[config.mk]
export PLATFORM = sky130hd
export DESIGN_NAME = hazard_forward_ctrl
export DESIGN_NICKNAME = d
export VERILOG_FILES = /design/src/rtl/hazard_forward_ctrl_pkg.sv /design/src/rtl/hazard_src_match.sv /design/src/rtl/hazard_forward_ctrl.sv
export SDC_FILE = /design/constraint.sdc
export NUM_CORES = 1
export LEC_CHECK = 0
export ABC_AREA = 1
export BUFFER_PORTS_ARGS = -buffer_cell sky130_fd_sc_hd__buf_4
export CAP_MARGIN = 10
export CORE_UTILIZATION = 45
export DETAILED_ROUTE_END_ITERATION = 16
export GPL_TIMING_DRIVEN = 0
export HOLD_SLACK_MARGIN = 0.1
export PLACE_DENSITY = 0.72
export REMOVE_ABC_BUFFERS = 1
export SETUP_SLACK_MARGIN = 0.2
export SYNTH_ARGS = -nofsm -noshare
export SYNTH_HDL_FRONTEND = slang
export SYNTH_SLANG_ARGS = --single-unit
[constraint.sdc]
create_clock -name clk -period 1.55 [get_ports clk]
set_input_delay 0.155 -clock clk [delete_from_list [all_inputs] [get_ports clk]]
set_output_delay 0.155 -clock clk [all_outputs]
set_load 0.02 [all_outputs]
[src/rtl/hazard_forward_ctrl_pkg.sv]
// Shared types and constants for the hazard / forwarding controller.
package hazard_forward_ctrl_pkg;

   localparam int unsigned REG_W = 5;
   localparam int unsigned CNT_W = 16;

   // Forward-source select encoding
   localparam logic FWD_MEM = 1'b0;
   localparam logic FWD_WB  = 1'b1;

   typedef struct packed {
      logic             valid;
      logic [REG_W-1:0] dest;
      logic             wb_en;
      logic             mem_read;
   } trk_entry_t;

endpackage

[src/rtl/hazard_src_match.sv]
// Compares one ID source register against one tracked pipeline entry.
module hazard_src_match
   import hazard_forward_ctrl_pkg::*;
(
   input  logic [REG_W-1:0] src,
   input  logic             src_used,
   input  trk_entry_t       entry,
   output logic             match_c
);

   // r0 is hard-wired zero, so a write to it never creates a dependency
   assign match_c = src_used & entry.valid & entry.wb_en &
                    (entry.dest != '0) & (entry.dest == src);

endmodule

[src/rtl/hazard_forward_ctrl.sv]
// Load-use / RAW stall, branch flush and operand-forward select for a 5-stage pipe.
module hazard_forward_ctrl
   import hazard_forward_ctrl_pkg::*;
#(
   parameter logic FWD_DEFAULT = 1'b1
) (
   input  logic             clk,
   input  logic             rst_n,
   input  logic             id_valid,
   input  logic [REG_W-1:0] id_src1,
   input  logic [REG_W-1:0] id_src2,
   input  logic             id_src2_used,
   input  logic [REG_W-1:0] id_dest,
   input  logic             id_wb_en,
   input  logic             id_mem_read,
   input  logic             branch_taken,
   input  logic             fwd_cfg_we,
   input  logic             fwd_cfg_en,
   output logic             stall,
   output logic             flush,
   output logic             should_forward1,
   output logic             should_forward2,
   output logic             fwd_sel1,
   output logic             fwd_sel2,
   output logic [CNT_W-1:0] stall_count
);

   trk_entry_t       exe_q, exe_d;
   trk_entry_t       mem_q, mem_d;
   logic             fwd_en_q, fwd_en_d;
   logic             sf1_q, sf1_d, sf2_q, sf2_d;
   logic             sel1_q, sel1_d, sel2_q, sel2_d;
   logic [CNT_W-1:0] cnt_q, cnt_d;

   logic m1_exe, m2_exe, m1_mem, m2_mem;
   logic load_use, raw_any, fwd_ok;

   hazard_src_match u_m1_exe (.src(id_src1), .src_used(1'b1),         .entry(exe_q), .match_c(m1_exe));
   hazard_src_match u_m2_exe (.src(id_src2), .src_used(id_src2_used), .entry(exe_q), .match_c(m2_exe));
   hazard_src_match u_m1_mem (.src(id_src1), .src_used(1'b1),         .entry(mem_q), .match_c(m1_mem));
   hazard_src_match u_m2_mem (.src(id_src2), .src_used(id_src2_used), .entry(mem_q), .match_c(m2_mem));

   // Hazard decision, pipe shift and next forward selection
   always_comb begin
      flush    = branch_taken;
      load_use = exe_q.mem_read & (m1_exe | m2_exe);
      raw_any  = m1_exe | m2_exe | m1_mem | m2_mem;
      stall    = id_valid & ~branch_taken & (fwd_en_q ? load_use : raw_any);

      exe_d = '0;
      if (!(stall || flush)) begin
         exe_d.valid    = id_valid;
         exe_d.dest     = id_dest;
         exe_d.wb_en    = id_wb_en;
         exe_d.mem_read = id_mem_read;
      end
      mem_d = exe_q;

      // The EXE entry moves to MEM next cycle, so it is the newest producer
      fwd_ok = fwd_en_q & ~stall & ~flush;
      sf1_d  = fwd_ok & (m1_exe | m1_mem);
      sf2_d  = fwd_ok & (m2_exe | m2_mem);
      sel1_d = (fwd_ok && !m1_exe && m1_mem) ? FWD_WB : FWD_MEM;
      sel2_d = (fwd_ok && !m2_exe && m2_mem) ? FWD_WB : FWD_MEM;

      fwd_en_d = fwd_cfg_we ? fwd_cfg_en : fwd_en_q;

      cnt_d = cnt_q;
      if (stall && (cnt_q != '1)) begin
         cnt_d = cnt_q + CNT_W'(1);
      end
   end

   always_ff @(posedge clk or negedge rst_n) begin
      if (!rst_n) begin
         exe_q    <= '0;
         mem_q    <= '0;
         fwd_en_q <= FWD_DEFAULT;
         sf1_q    <= 1'b0;
         sf2_q    <= 1'b0;
         sel1_q   <= 1'b0;
         sel2_q   <= 1'b0;
         cnt_q    <= '0;
      end else begin
         exe_q    <= exe_d;
         mem_q    <= mem_d;
         fwd_en_q <= fwd_en_d;
         sf1_q    <= sf1_d;
         sf2_q    <= sf2_d;
         sel1_q   <= sel1_d;
         sel2_q   <= sel2_d;
         cnt_q    <= cnt_d;
      end
   end

   assign should_forward1 = sf1_q;
   assign should_forward2 = sf2_q;
   assign fwd_sel1        = sel1_q;
   assign fwd_sel2        = sel2_q;
   assign stall_count     = cnt_q;

endmodule

**Yosys cells after proc, flatten, opt, wreduce, memory -nomap -nowiden**

Index checks and enable logic that the tools add are counted.

- Register bits after elaboration: 36
- Input port bits: 24
- Logic and storage cells: 61

- Add/subtract/negate cells: 1
- Eq/ne operators: 5
- Multiplexer cells: 4
- Bitwise gates (word level): 28
- Reduce and logical (&&, ||, !) cells: 10

Operators by type and width:

| kind | number |
|---|---|
| $and 1x1->1 | 21 |
| $eq 5x5->1 | 4 |
| $add 16x1->16 const B | 1 |
| $ne 16x16->1 const B | 1 |
| $reduce_bool 5->1 | 2 |
| $mux 8 | 1 |
| $logic_and 1x1->1 | 5 |
| $or 1x1->1 | 5 |
| $mux 1 | 3 |
| $logic_not 1->1 | 2 |
| $not 1->1 | 2 |
| $logic_or 1x1->1 | 1 |

**Depth between registers and ports, before layout**

- Depth in word-level cells: 15
- Depth in mapped cells: 15
- Gate-level depth less buffers: 14

**By module**

Synthesis repeated with hierarchy kept, for this count alone.

- Cells, all modules: 344
- Area total of the unflattened synthesis: 2250.9 µm²

Modules (own cells, without submodules):

| module | times used | cells an instance | area an instance (µm²) | seq. area each (µm²) |
|---|---|---|---|---|
| hazard_forward_ctrl | 1 | 212 | 1735.4 | 927.1 |
| hazard_src_match | 4 | 33 | 128.9 | 0.0 |

**Least setup slack after synthesis**

OpenSTA, ideal clock, no wires.

- Kind: register to register
- Start point: register cnt_q[0], in the netlist stall_count[0]
- End point: register cnt_q[6], in the netlist stall_count[6]
- Library setup time: 0.065 ns
- Arrival: 1.760 ns
- Setup slack: -0.275 ns
- Cell stages (with the launch flop): 10
- Period minus slack after synthesis: 1.825 ns
- Path through: dfrtp_1 > ha_1 > nand3_2 > nor2_4 > nand3_1 > nand3b_4 > nand4_4 > buf_6 > nand2_1 > nand2_1

- Cells in the longest elaborated chain, start to end: 2

RTL lines:

| element | line | text |
|---|---|---|
| start: declaration | hazard_forward_ctrl.sv:33 | `logic [CNT_W-1:0] cnt_q, cnt_d;` |
| start signal: assignment | hazard_forward_ctrl.sv:92 | `cnt_q <= cnt_d;` |
| parallel branches: the longest is 2 deep, another holds $add 16x1->16 | - |  |

Parallel ways; which one is timed is not known.
A chain may end at the register's enable or synchronous reset.

**Worst setup path in the final report**

- Start point: register mem_q[3] (netlist name)
- End point: output stall

- Cells in the longest elaborated chain, start to end: 7

RTL lines:

| element | line | text |
|---|---|---|
| start: declaration | hazard_forward_ctrl.sv:29 | `trk_entry_t mem_q, mem_d;` |
| start signal: assignment | hazard_forward_ctrl.sv:86 | `mem_q <= mem_d;` |
| $reduce_bool 5->1 | hazard_src_match.sv:13 | `(entry.dest != '0) & (entry.dest == src);` |
| $and 1x1->1 | hazard_src_match.sv:12 | `assign match_c = src_used & entry.valid & entry.wb_en &` |
| $and 1x1->1 | hazard_src_match.sv:13 |  |
| $or 1x1->1 | hazard_forward_ctrl.sv:47 | `raw_any = m1_exe \| m2_exe \| m1_mem \| m2_mem;` |
| $or 1x1->1 (*) | hazard_forward_ctrl.sv:47 |  |
| $mux 1 (*) | hazard_forward_ctrl.sv:48 | `stall = id_valid & ~branch_taken & (fwd_en_q ? load_use : raw_any);` |
| $and 1x1->1 (*) | hazard_forward_ctrl.sv:48 |  |
| end: declaration | hazard_forward_ctrl.sv:19 | `output logic stall,` |

Every way passes the cells marked *; elsewhere a longest branch is shown, timed or not.

==> metrics.md <==
| Metric | Value |
|---|---|
| CP Capture Point | `stall` |
| Die height | `73.3 um` |
| Flops & latches, synth | `36` |
| Worst Max-Slew Pin Slew | `0.540 ns` |
| Maximum clock insertion buffer count | `2` |
| Lkg Pwr | `1.61 nW` |
| Initial core utilization | `47.5%` |
| Synth top area share | `38.3%` |
| Clock slew at reported path FFs | `0.06 ns` |
| DIE AREA | `0.00538 mm2` |
| Synth top area cells | `dfrtp_1, nand2_1, nor2_1, inv_1, nand3_2` |
| Maxcap violations | `0` |
| Crit path kind | `register to output port` |
| CP Depth | `11` |
| Cell Count, Final, Fillers Out | `446` |
| Vias in the first global route | `1,991` |
| Gpl congestion | `0.830` |
| PwrDens | `752 mW/mm2` |
| Placed Cells incl. Taps | `412` |
| Synthesized area | `0.00229 mm2` |
| Final period utilization | `124%` |
| Slack of the critical path | `-0.374 ns` |
| Antenna cell count | `0` |
| Crit start category | `register` |
| Crit end category | `output port` |
| Register area share after synthesis | `39.4%` |
| PortBufs | `45` |
| CP max FO | `4` |
| TritonCTS Sinks | `36` |
| Final Hold Violating Endpoints | `0` |
| Num CTS Buffers | `5` |
| Outcome | `complete, but fails checks` |
| Total Wirelength | `5.42 mm` |
| Pre-CTS WS | `-0.558 ns` |
| GR Overflow Total | `0` |
| CP cell instances | `nor2_1 -> nand3_1 -> nand2_1 -> inv_1 -> nand3_1 -> nand3_2 -> nor2_2 -> nor2_2 -> nand2_1 -> inv_2 -> buf_6` |
| Largest net degree at the start of global routing | `37` |
| Slew headroom | `63.9%` |
| Worst hold start | `id_mem_read` |
| Width of the die | `73.3 um` |
| # DRC | `0` |
| P&R area growth vs syn | `34.7%` |
| # rows | `25` |
| TritonCTS clock tree | `done` |
| WP data arrival | `1.77 ns` |
| Layout cells sized above 1 | `31.7%` |
| Crit path from | `mem_q[3]` |
| Final instance area | `0.00308 mm2` |
| Cells after Synth | `304` |
| Layout Skew | `0.0127 ns` |
| Final Max Tran Viols | `0` |
| WL/cell | `12.1 um` |
| Peak Freq | `520 MHz` |
| Distinct cell type count after synthesis | `29` |
| Required time worst endpoint | `1.39 ns` |
| R2R setup slack | `-0.31 ns` |
| Initial antenna violation count | `0` |
| # IOs | `46` |
| Clock Latency Late Sink | `0.30 ns` |
| Hold crit path type | `input port to register` |
| Total number of vias | `2,174` |
| Max stage delay cell, worst path | `dfrtp_1` |
| Final setup viols | `29` |
| DP Area | `0.00266 mm2` |
| RSZ-0062 raised after global routing | `yes` |
| Clock root cell | `clkbuf_8` |
| Synthesized area per cell | `7.53 um2` |
| Reg2reg start | `exe_q[2]` |
| Critical path's largest stage delay | `0.42 ns` |
| Worst VDD drop | `0.000680 V` |
| Final net count | `403` |
| Post-synthesis cell type with the largest combined area | `dfrtp_1` |
| Vias per cell | `4.87` |
| HPWL Detailed | `3.53 mm` |
| Failing checks | `setup timing` |
| Syn. warnings | `0` |
| Period minus WS final | `1.92 ns` |
| H-tree depth | `2` |
| R2r endpoint | `stall_count[5]` |
| CORE AREA | `0.00482 mm2` |
| R2r worst-path depth | `14` |
| First-pass GRT wire length | `8.90 mm` |
| Buffers & Inverters on Critical Path | `3` |
| Detail Route Antenna Nets | `0` |
| GRT Overall Usage | `22.1%` |
| Delay-heaviest family, CP | `simple AND/OR/NAND/NOR gates` |
| DR iter-0 viols | `84` |
| Core Util, Final | `64.0%` |
| First-pass DRT Iterations | `4` |
[layout make-up]
cell class                 count  area, um2
fill                         429       1730
multi-input combinational    225       1250
sequential                    36        905
timing repair buffer          70        601
inverter                      40        150
clock buffer                   7       86.3
tap                           67       83.8
clock inverter                 1       7.51
[placed cells by master, fill, tap and decap left out]
cell type / Yosys / routed
a21boi_0: 1 / 1
nand2_1: 93 / 90
buf_4: 1 / 54
dlygate4sd3_1: 0 / 9
nand3b_4: 1 / 1
nand2_2: 6 / 8
o21ai_0: 3 / 3
nor3_1: 3 / 3
clkbuf_1: 0 / 1
clkinvlp_4: 0 / 1
nor2_1: 46 / 39
buf_12: 1 / 3
nand4_1: 6 / 6
ha_1: 1 / 1
nor4_1: 1 / 1
dfrtp_2: 0 / 2
inv_2: 6 / 7
xor2_1: 13 / 13
nand4_4: 1 / 2
buf_6: 1 / 4
a21oi_2: 1 / 1
nor2_2: 2 / 9
nor3b_1: 1 / 1
nor2_8: 1 / 1
dfstp_2: 1 / 1
nand3_1: 22 / 19
nor2_4: 1 / 1
xnor2_1: 6 / 6
inv_1: 34 / 33
nand2_4: 3 / 4
nand3_2: 12 / 15
clkbuf_8: 1 / 6
dfrtp_1: 35 / 33
[cell families (layout without fill, tap and decap cells)]
family / count (synthesis) / after routing / synth area share, %
fa+ha+maj: 1 / 1 / 0.546
buf+inv: 44 / 118 / 8.85
simple gates: 199 / 200 / 42.6
xor+xnor: 19 / 19 / 7.27
flops: 36 / 36 / 39.4
compound gates: 5 / 5 / 1.37
[sequential cells by signal, indices dropped and copies added (netlist names)]
name             cells
should_forward2      1
stall_count         16
fwd_en_q             1
exe_q                8
should_forward1      1
fwd_sel1             1
mem_q                7
fwd_sel2             1
[layer usage]
layer | share of wire [%] | track usage (%) | vias to the layer above
li1 | - | - | 1090
met1 | 44 | 29.3 | 995
met2 | 46 | 34.4 | 69
met3 | 6.1 | 4.66 | 20
met4 | 3.2 | 10.7 | 0
met5 | 0 | 0 | -
[synthesized netlist by cell type]
master,n
nand2_1,93
nor2_1,46
dfrtp_1,35
inv_1,34
nand3_1,22
xor2_1,13
nand3_2,12
inv_2,6
nand2_2,6
nand4_1,6
xnor2_1,6
nand2_4,3
nor3_1,3
o21ai_0,3
nor2_2,2
a21boi_0,1
a21oi_2,1
buf_12,1
buf_4,1
buf_6,1
clkbuf_8,1
dfstp_2,1
ha_1,1
nand3b_4,1
nand4_4,1
nor2_4,1
nor2_8,1
nor3b_1,1
nor4_1,1
[power by group]
part           switching [mW]  internal [mW]
registers              0.0969           1.00
clock network           0.341          0.361
logic                   0.283          0.236
total                   0.721           1.60
[worst min-delay path by stage]
stage | end | slack [ns] | cells after the start
6_report | exe_q[0] | 0.12 | 3
4_1_cts | exe_q[0] | 0.11 | 3
2_1_floorplan | exe_q[0] | -0.14 | 0
3_3_place_gp | exe_q[2] | 0.14 | 1
3_5_place_dp | stall_count[1] | 0.14 | 1
5_1_grt | exe_q[0] | 0.12 | 3
[timing repair]
action,CTS,global route
gates cloned,1,0
endpoints found under the hold margin,42,0
pin swaps,14,11
hold buffers,9,0
setup buffers,16,0
endpoints found under the setup margin,29,29
gates resized for setup,12,10
[per-stage QoR]
step / total power [mW] / TNS [ns] / hold slack [ns]
2_1_floorplan: 1.35 / -5.16 / -0.141
3_3_place_gp: 1.54 / -9.15 / 0.142
3_5_place_dp: 1.55 / -10.14 / 0.144
4_1_cts: 2.31 / -7.79 / 0.110
5_1_grt: 2.43 / -12.32 / 0.115
6_report: 2.32 / -7.60 / 0.119
[worst reg2reg max path, cell delays in order, from the launching register on]
cell and delay, ns:
dfrtp_1 0.42, inv_2 0.10, nand2_1 0.05, nand2_1 0.07, nand2_1 0.07, nor2_2 0.10
nand3_2 0.10, buf_4 0.15, nand2_2 0.06, nor2_2 0.05, nand2_4 0.11, buf_12 0.12
nand4_4 0.18, nand2_1 0.13, nand2_1 0.05
(Power assumes the default switching activity.)
